`config.mk`:
```
export PLATFORM = sky130hd
export DESIGN_NAME = fetch_queue_flat
export DESIGN_NICKNAME = d
export VERILOG_FILES = /design/src/rtl/fetch_pkg.sv /design/src/rtl/fetch_queue_if.sv /design/src/rtl/fetch_fifo.sv /design/src/rtl/fetch_queue.sv /design/src/flat_wrapper.sv
export SDC_FILE = /design/constraint.sdc
export NUM_CORES = 1
export LEC_CHECK = 0
export ABC_CLOCK_PERIOD_IN_PS = 7850
export CAP_MARGIN = 20
export CORE_MARGIN = 2
export CORE_UTILIZATION = 60
export CTS_CLUSTER_SIZE = 30
export DETAILED_ROUTE_END_ITERATION = 16
export DONT_BUFFER_PORTS = 1
export GPL_TIMING_DRIVEN = 0
export PLACE_DENSITY = 0.76
export REMOVE_ABC_BUFFERS = 1
export SETUP_SLACK_MARGIN = 0.05
export SLEW_MARGIN = 10
export SYNTH_ARGS = -nofsm -noshare
export SYNTH_HDL_FRONTEND = slang
export SYNTH_HIERARCHICAL = 1
export SYNTH_SLANG_ARGS = --single-unit
```
`constraint.sdc`:
```
create_clock -name clk -period 7.85 [get_ports clk]
set_input_delay 1.57 -clock clk [delete_from_list [all_inputs] [get_ports clk]]
set_output_delay 1.57 -clock clk [all_outputs]
set_load 0.02 [all_outputs]
```
`src/rtl/fetch_pkg.sv`:
```
// Shared types and defaults for the fetch queue slice.
// Optional build macro: FETCH_PERF_EN (adds saturating performance counters).
package fetch_pkg;

    localparam int          XLEN_DEF       = 32;
    localparam logic [31:0] RESET_INSN_DEF = 32'h0000_0000;

    // One queued fetch: the pc it came from and the returned word.
    typedef struct packed {
        logic [XLEN_DEF-1:0] pc;
        logic [XLEN_DEF-1:0] insn;
    } fetch_entry_t;

    // Increment that sticks at all-ones instead of wrapping.
    function automatic logic [31:0] sat_inc(input logic [31:0] v, input logic en);
        return (en && (v != 32'hFFFF_FFFF)) ? v + 32'd1 : v;
    endfunction

endpackage

```
`src/rtl/fetch_queue_if.sv`:
```
// Memory request/response and decode handshake bundle of the fetch queue.
// master = fetch unit, slave = surrounding memory/decode/execute.
// Optional build macro: FETCH_PERF_EN (adds perf_* counter outputs).
interface fetch_queue_if #(parameter int XLEN = fetch_pkg::XLEN_DEF);

    logic            override;
    logic [XLEN-1:0] newpc;
    logic            mem_req_valid;
    logic            mem_req_ready;
    logic [XLEN-1:0] mem_addr;
    logic            mem_rsp_valid;
    logic [XLEN-1:0] mem_rsp_data;
    logic            out_valid;
    logic            out_ready;
    logic [XLEN-1:0] instruction;
    logic [XLEN-1:0] outpc;
`ifdef FETCH_PERF_EN
    logic [31:0]     perf_fetched;
    logic [31:0]     perf_flushes;
    logic [31:0]     perf_dropped;
`endif

    modport master (
        input  override, newpc, mem_req_ready, mem_rsp_valid, mem_rsp_data, out_ready,
        output mem_req_valid, mem_addr, out_valid, instruction, outpc
`ifdef FETCH_PERF_EN
        , output perf_fetched, perf_flushes, perf_dropped
`endif
    );

    modport slave (
        output override, newpc, mem_req_ready, mem_rsp_valid, mem_rsp_data, out_ready,
        input  mem_req_valid, mem_addr, out_valid, instruction, outpc
`ifdef FETCH_PERF_EN
        , input perf_fetched, perf_flushes, perf_dropped
`endif
    );

endinterface

```
`src/rtl/fetch_fifo.sv`:
```
// DEPTH-entry synchronous FIFO of fetch entries with single-cycle flush.
// Overflow/underflow protection is left to the caller (credit-based issue).
module fetch_fifo
    import fetch_pkg::*;
#(
    parameter int DEPTH = 4,
    parameter int CW    = $clog2(DEPTH + 1)
) (
    input  logic          clk,
    input  logic          rstn,
    input  logic          flush,
    input  logic          push,
    input  fetch_entry_t  push_data,
    input  logic          pop,
    output fetch_entry_t  head,
    output logic [CW-1:0] count
);

    localparam int PW = $clog2(DEPTH);

    fetch_entry_t  mem [DEPTH];
    logic [PW-1:0] wr_ptr;
    logic [PW-1:0] rd_ptr;

    assign head = mem[rd_ptr];

    // Storage write; contents need no reset since count gates their use.
    always_ff @(posedge clk) begin
        if (push && !flush) begin
            mem[wr_ptr] <= push_data;
        end
    end

    // Pointer and occupancy bookkeeping; pointers wrap naturally (DEPTH is 2^n).
    always_ff @(posedge clk) begin
        if (!rstn || flush) begin
            wr_ptr <= '0;
            rd_ptr <= '0;
            count  <= '0;
        end else begin
            if (push) wr_ptr <= wr_ptr + PW'(1);
            if (pop)  rd_ptr <= rd_ptr + PW'(1);
            count <= count + CW'(push) - CW'(pop);
        end
    end

endmodule

```
`src/rtl/fetch_queue.sv`:
```
// Prefetching fetch stage: issues in-order memory requests under a credit
// limit of DEPTH, queues responses and hands them to decode via valid/ready.
// A redirect (override) flushes the queue and drops responses still in flight.
// Optional build macro: FETCH_PERF_EN adds saturating pop/flush/drop counters.
// XLEN must match fetch_pkg::XLEN_DEF since queue entries use the package struct.
module fetch_queue
    import fetch_pkg::*;
#(
    parameter int              XLEN              = XLEN_DEF,
    parameter int              DEPTH             = 4,
    parameter logic [XLEN-1:0] RESET_PC          = '0,
    parameter logic [XLEN-1:0] RESET_INSTRUCTION = RESET_INSN_DEF
) (
    input logic           clk,
    input logic           rstn,
    fetch_queue_if.master bus
);

    localparam int            CW      = $clog2(DEPTH + 1);
    localparam logic [CW:0]   DEPTH_W = (CW + 1)'(DEPTH);

    logic [XLEN-1:0] pc;
    logic [XLEN-1:0] rsp_pc;
    logic [CW-1:0]   outstanding;
    logic [CW-1:0]   drop;
    logic [CW-1:0]   count;
    logic [CW:0]     credit;
    logic            fire;
    logic            rsp_take;
    logic            push;
    logic            discard;
    logic            pop;
    fetch_entry_t    head;
    fetch_entry_t    push_entry;

    assign credit            = {1'b0, count} + {1'b0, outstanding};
    assign bus.mem_req_valid = rstn && !bus.override && (credit < DEPTH_W);
    assign bus.mem_addr      = pc;
    assign fire              = bus.mem_req_valid && bus.mem_req_ready;

    // Responses with nothing outstanding are stale (e.g. from before a reset).
    assign rsp_take = bus.mem_rsp_valid && (outstanding != '0);
    assign push     = rsp_take && !bus.override && (drop == '0);
    assign discard  = rsp_take && (bus.override || (drop != '0));

    assign push_entry.pc   = rsp_pc;
    assign push_entry.insn = bus.mem_rsp_data;

    assign bus.out_valid   = (count != '0) && !bus.override;
    assign pop             = bus.out_valid && bus.out_ready;
    assign bus.instruction = (count != '0) ? head.insn : RESET_INSTRUCTION;
    assign bus.outpc       = (count != '0) ? head.pc   : rsp_pc;

    fetch_fifo #(.DEPTH(DEPTH), .CW(CW)) u_fifo (
        .clk       (clk),
        .rstn      (rstn),
        .flush     (bus.override),
        .push      (push),
        .push_data (push_entry),
        .pop       (pop),
        .head      (head),
        .count     (count)
    );

    // Request/response pc tracking and in-flight accounting; redirect drops
    // every request still outstanding after this cycle's response.
    always_ff @(posedge clk) begin
        if (!rstn) begin
            pc          <= RESET_PC;
            rsp_pc      <= RESET_PC;
            outstanding <= '0;
            drop        <= '0;
        end else if (bus.override) begin
            pc          <= {bus.newpc[XLEN-1:2], 2'b00};
            rsp_pc      <= {bus.newpc[XLEN-1:2], 2'b00};
            outstanding <= outstanding - CW'(rsp_take);
            drop        <= outstanding - CW'(rsp_take);
        end else begin
            if (fire) pc     <= pc + XLEN'(4);
            if (push) rsp_pc <= rsp_pc + XLEN'(4);
            outstanding <= outstanding + CW'(fire) - CW'(rsp_take);
            if (discard) drop <= drop - CW'(1);
        end
    end

`ifdef FETCH_PERF_EN
    logic [31:0] perf_fetched;
    logic [31:0] perf_flushes;
    logic [31:0] perf_dropped;

    assign bus.perf_fetched = perf_fetched;
    assign bus.perf_flushes = perf_flushes;
    assign bus.perf_dropped = perf_dropped;

    // Saturating event counters for pops, redirect cycles and discarded words.
    always_ff @(posedge clk) begin
        if (!rstn) begin
            perf_fetched <= '0;
            perf_flushes <= '0;
            perf_dropped <= '0;
        end else begin
            perf_fetched <= sat_inc(perf_fetched, pop);
            perf_flushes <= sat_inc(perf_flushes, bus.override);
            perf_dropped <= sat_inc(perf_dropped, discard);
        end
    end
`endif

endmodule

```
`src/flat_wrapper.sv`:
```
// flat-port wrapper written by rule: the top's interface ports become plain ports
module fetch_queue_flat import fetch_pkg::*;
#(
    parameter int              XLEN              = XLEN_DEF,
    parameter int              DEPTH             = 4,
    parameter logic [XLEN-1:0] RESET_PC          = '0,
    parameter logic [XLEN-1:0] RESET_INSTRUCTION = RESET_INSN_DEF
)
  (clk, rstn, bus_override, bus_newpc, bus_mem_req_ready, bus_mem_rsp_valid, bus_mem_rsp_data, bus_out_ready, bus_mem_req_valid, bus_mem_addr, bus_out_valid, bus_instruction, bus_outpc);
  fetch_queue_if #(.XLEN(XLEN)) bus_i ();
  input logic clk;
  input logic rstn;
  input wire logic [$bits(bus_i.override)-1:0] bus_override;
  input wire logic [$bits(bus_i.newpc)-1:0] bus_newpc;
  input wire logic [$bits(bus_i.mem_req_ready)-1:0] bus_mem_req_ready;
  input wire logic [$bits(bus_i.mem_rsp_valid)-1:0] bus_mem_rsp_valid;
  input wire logic [$bits(bus_i.mem_rsp_data)-1:0] bus_mem_rsp_data;
  input wire logic [$bits(bus_i.out_ready)-1:0] bus_out_ready;
  output wire logic [$bits(bus_i.mem_req_valid)-1:0] bus_mem_req_valid;
  output wire logic [$bits(bus_i.mem_addr)-1:0] bus_mem_addr;
  output wire logic [$bits(bus_i.out_valid)-1:0] bus_out_valid;
  output wire logic [$bits(bus_i.instruction)-1:0] bus_instruction;
  output wire logic [$bits(bus_i.outpc)-1:0] bus_outpc;
  assign bus_i.override = bus_override;
  assign bus_i.newpc = bus_newpc;
  assign bus_i.mem_req_ready = bus_mem_req_ready;
  assign bus_i.mem_rsp_valid = bus_mem_rsp_valid;
  assign bus_i.mem_rsp_data = bus_mem_rsp_data;
  assign bus_i.out_ready = bus_out_ready;
  assign bus_mem_req_valid = bus_i.mem_req_valid;
  assign bus_mem_addr = bus_i.mem_addr;
  assign bus_out_valid = bus_i.out_valid;
  assign bus_instruction = bus_i.instruction;
  assign bus_outpc = bus_i.outpc;
  fetch_queue #(.XLEN(XLEN), .DEPTH(DEPTH), .RESET_PC(RESET_PC), .RESET_INSTRUCTION(RESET_INSTRUCTION)) u_core (.clk(clk), .rstn(rstn), .bus(bus_i));
endmodule
```
==> metrics.txt <==
sequential cell area fraction in the yosys report=around two thirds; Ant. Diodes=0; Critical Path Start Type=input port; Post-synth top cells=edfxtp_1, dfxtp_1, mux4_2; minimum clock period after layout=~4 ns; routed len/inst=about 23 um; Hold Violations, Final=0; area leader, netlist=edfxtp_1; drt first pass iters=5; Crit. Startpoint=bus_override; Core Footprint=about 0.023 sq mm; run status=completed; period utilization=between 50% and 60%; reg2reg start=u_core/outstanding[2]; final number of setup-violating endpoints=0; Die W=157 um; Synth-to-Final Area Change=11.3%; Top FF cell, synth=edfxtp_1; initial DRC count=around 630; worst-margin pin slew=approximately 0.95 ns; Yosys cell types=just under 60; largest cells by area after synthesis=edfxtp_1, dfxtp_1, mux4_2, mux2_2, xnor2_1; fin. max-slew vios=0; CP max FO=39; Worst path top cell family by delay=simple AND/OR/NAND/NOR gates; max incr delay on CP=0.63 ns; # rows=56; Post-Synthesis Cells=914; Vias=7,880; vias in the first global route=7,917; syn_area_per_cell=around 15 sq um; pwr/cell area=259 mW/mm^2; first-pass GRT wire length=about 44,000 um; critical path type=input port to output port; Synth Warn #=6; Crit path buffers/inverters=0; clk root buf=clkbuf_16; Clk Latency, worst-skew pair=roughly 0.5 ns; hold_buf cts=0; post-synth top area share=approximately 55%; Longest Clk Path Bufs=3; FILL cells=roughly 1,600; hold wc startpoint=u_core/u_fifo/rd_ptr[0]; Synth async-reset ratio=0%; FF+latch area=between 0.009 and 0.01 sq mm; Tot GR Track Use=a little under a quarter; min-delay worst type=flip-flop to flip-flop; CTS tree=done; Slowest-stage cell, CP=nor3_1; RSZ-0062 raised after global routing=no; GRT overflow=0; H-tree depth=2; Worst-path clk slew=around 0.060 ns; placed cell count=between 1,000 and 1,500; Critical Path End Type=output port; total CTS buffers=35; Post-synth EDFFs=approximately 260; Worst Clk Skew=between 0.02 and 0.03 ns; Critical Path AT=~2.5 ns; GP Congestion=0.815; final wirelength=about 29,000 um; post-CTS sizing=0; fmax=roughly 250 MHz; synthesized flop and latch total=around 330; CP Data Required Time=about 6.3 ns; Worst slew margin=36.3%; largest net degree at the start of global routing=61; Worst IR Drop VDD=~0.00017 V; maxcap violations=0; Pleak=5.01 nW; Die H=roughly 160 um; die area=around 0.025 sq mm; Layout Cells excl Fill=between 1,000 and 1,500; Starting Density=60.5%; number of remaining DRC errors=0; PortBufs=0; IO Pins=approximately 170; Cell Chain, Critical Path=nand2b_1, nor3_1; Vias/cell=slightly above 6; Post-DRT Antenna Nets=0; Mapped Area=between 0.01 and 0.015 sq mm; layout cells sized above 1=18.0%; final net count=1,017; Multi-input gate area=about 0.0046 sq mm; CTS Sinks=roughly 330; DP HPWL=18,300 um; Design Power=4.06 mW; most frequent cell after synthesis=edfxtp_1; initial antenna violation count=0; Post-CTS Setup Inserts=0
[flip-flops by register name (all words and copies together), names as in the netlist, named ones only]
name and cells:
u_core/bus.mem_addr 30, u_core/drop 3, u_core/u_fifo/mem 256, u_core/u_fifo/wr_ptr 2, u_core/outstanding 3, u_core/u_fifo/rd_ptr 2, u_core/rsp_pc 30, u_core/u_fifo/count 3
[worst paths after layout]
kind                            to  slack, ns  cells after the start
max              bus_mem_req_valid       3.77                      2
min                      flip-flop       0.54                      2
max reg2reg  u_core/outstanding[2]       4.20                     12
min reg2reg              flip-flop       0.54                      2
[layer usage]
layer / up-vias / part of all wire, % / track usage [%]
met1: 3991 / 42 / 32.3
met5: - / 0 / 0
li1: 3550 / - / -
met2: 284 / 48 / 37.0
met3: 55 / 7.7 / 6.00
met4: 0 / 2.3 / 7.06
[per-stage QoR]
stage               setup TNS, ns  worst slack [ns]  hold WS, ns  cell area [sq um]  util [%]
floorplan                       0              1.19        0.497              13800         -
global placement          -176.90             -3.16        0.513              14200      61.1
detailed placement              0              3.47        0.531              14500      62.4
CTS                             0              3.72        0.535              15700      67.4
global route                    0              3.67        0.567              15700      67.4
finish                          0              3.77        0.544              15700      67.4
[where the power goes]
part	switching [mW]	total, mW	internal [mW]
logic	0.223	0.371	0.148
clock network	0.646	1.66	1.02
registers	0.0760	2.03	1.95
[area by class of cell]
| class | instances | area share [%] |
|---|---|---|
| well taps | 319 | 2.55 |
| clock inverters | 14 | 1.10 |
| repair buffers | 15 | 1.69 |
| flip-flops and latches | 331 | 58.7 |
| multi-input cells | 522 | 29.1 |
| inverters | 24 | 0.583 |
| clock buffers | 49 | 6.33 |
[logic make-up (layout without fill, tap and decap cells)]
group	Yosys count	in the layout	synth area share [%]
DFF	331	331	65.3
AOI/OAI and AO/OA	119	119	5.01
adders and majority gates	18	18	1.71
buffers and inverters	70	102	2.76
and+or+nand+nor	228	228	9.03
muxes	97	97	13.0
xor gates and xnor gates	50	50	3.22
other	1	10	0.0266
[cells in the final DEF, fill, tap and decap left out, types with 6 or more instances in the layout]
cell type and count:
inv_1 21, mux4_2 60, nor4_1 9, clkinv_2 6, or3_1 6, edfxtp_1 256
nor3_1 12, mux2_2 31, and4_1 7, a21oi_1 40, xnor2_1 29, clkbuf_1 11
nand2b_1 6, nor2b_1 36, nand4_1 18, dfxtp_1 73, nor2_1 19, ha_1 16
and3_1 14, a31oi_1 6, o21a_1 8, conb_1 10, nand2_1 52, nand3_1 27
clkbuf_16 38, o31a_1 8, xor2_1 20, o21ai_0 37
(Power assumes the default switching activity.)
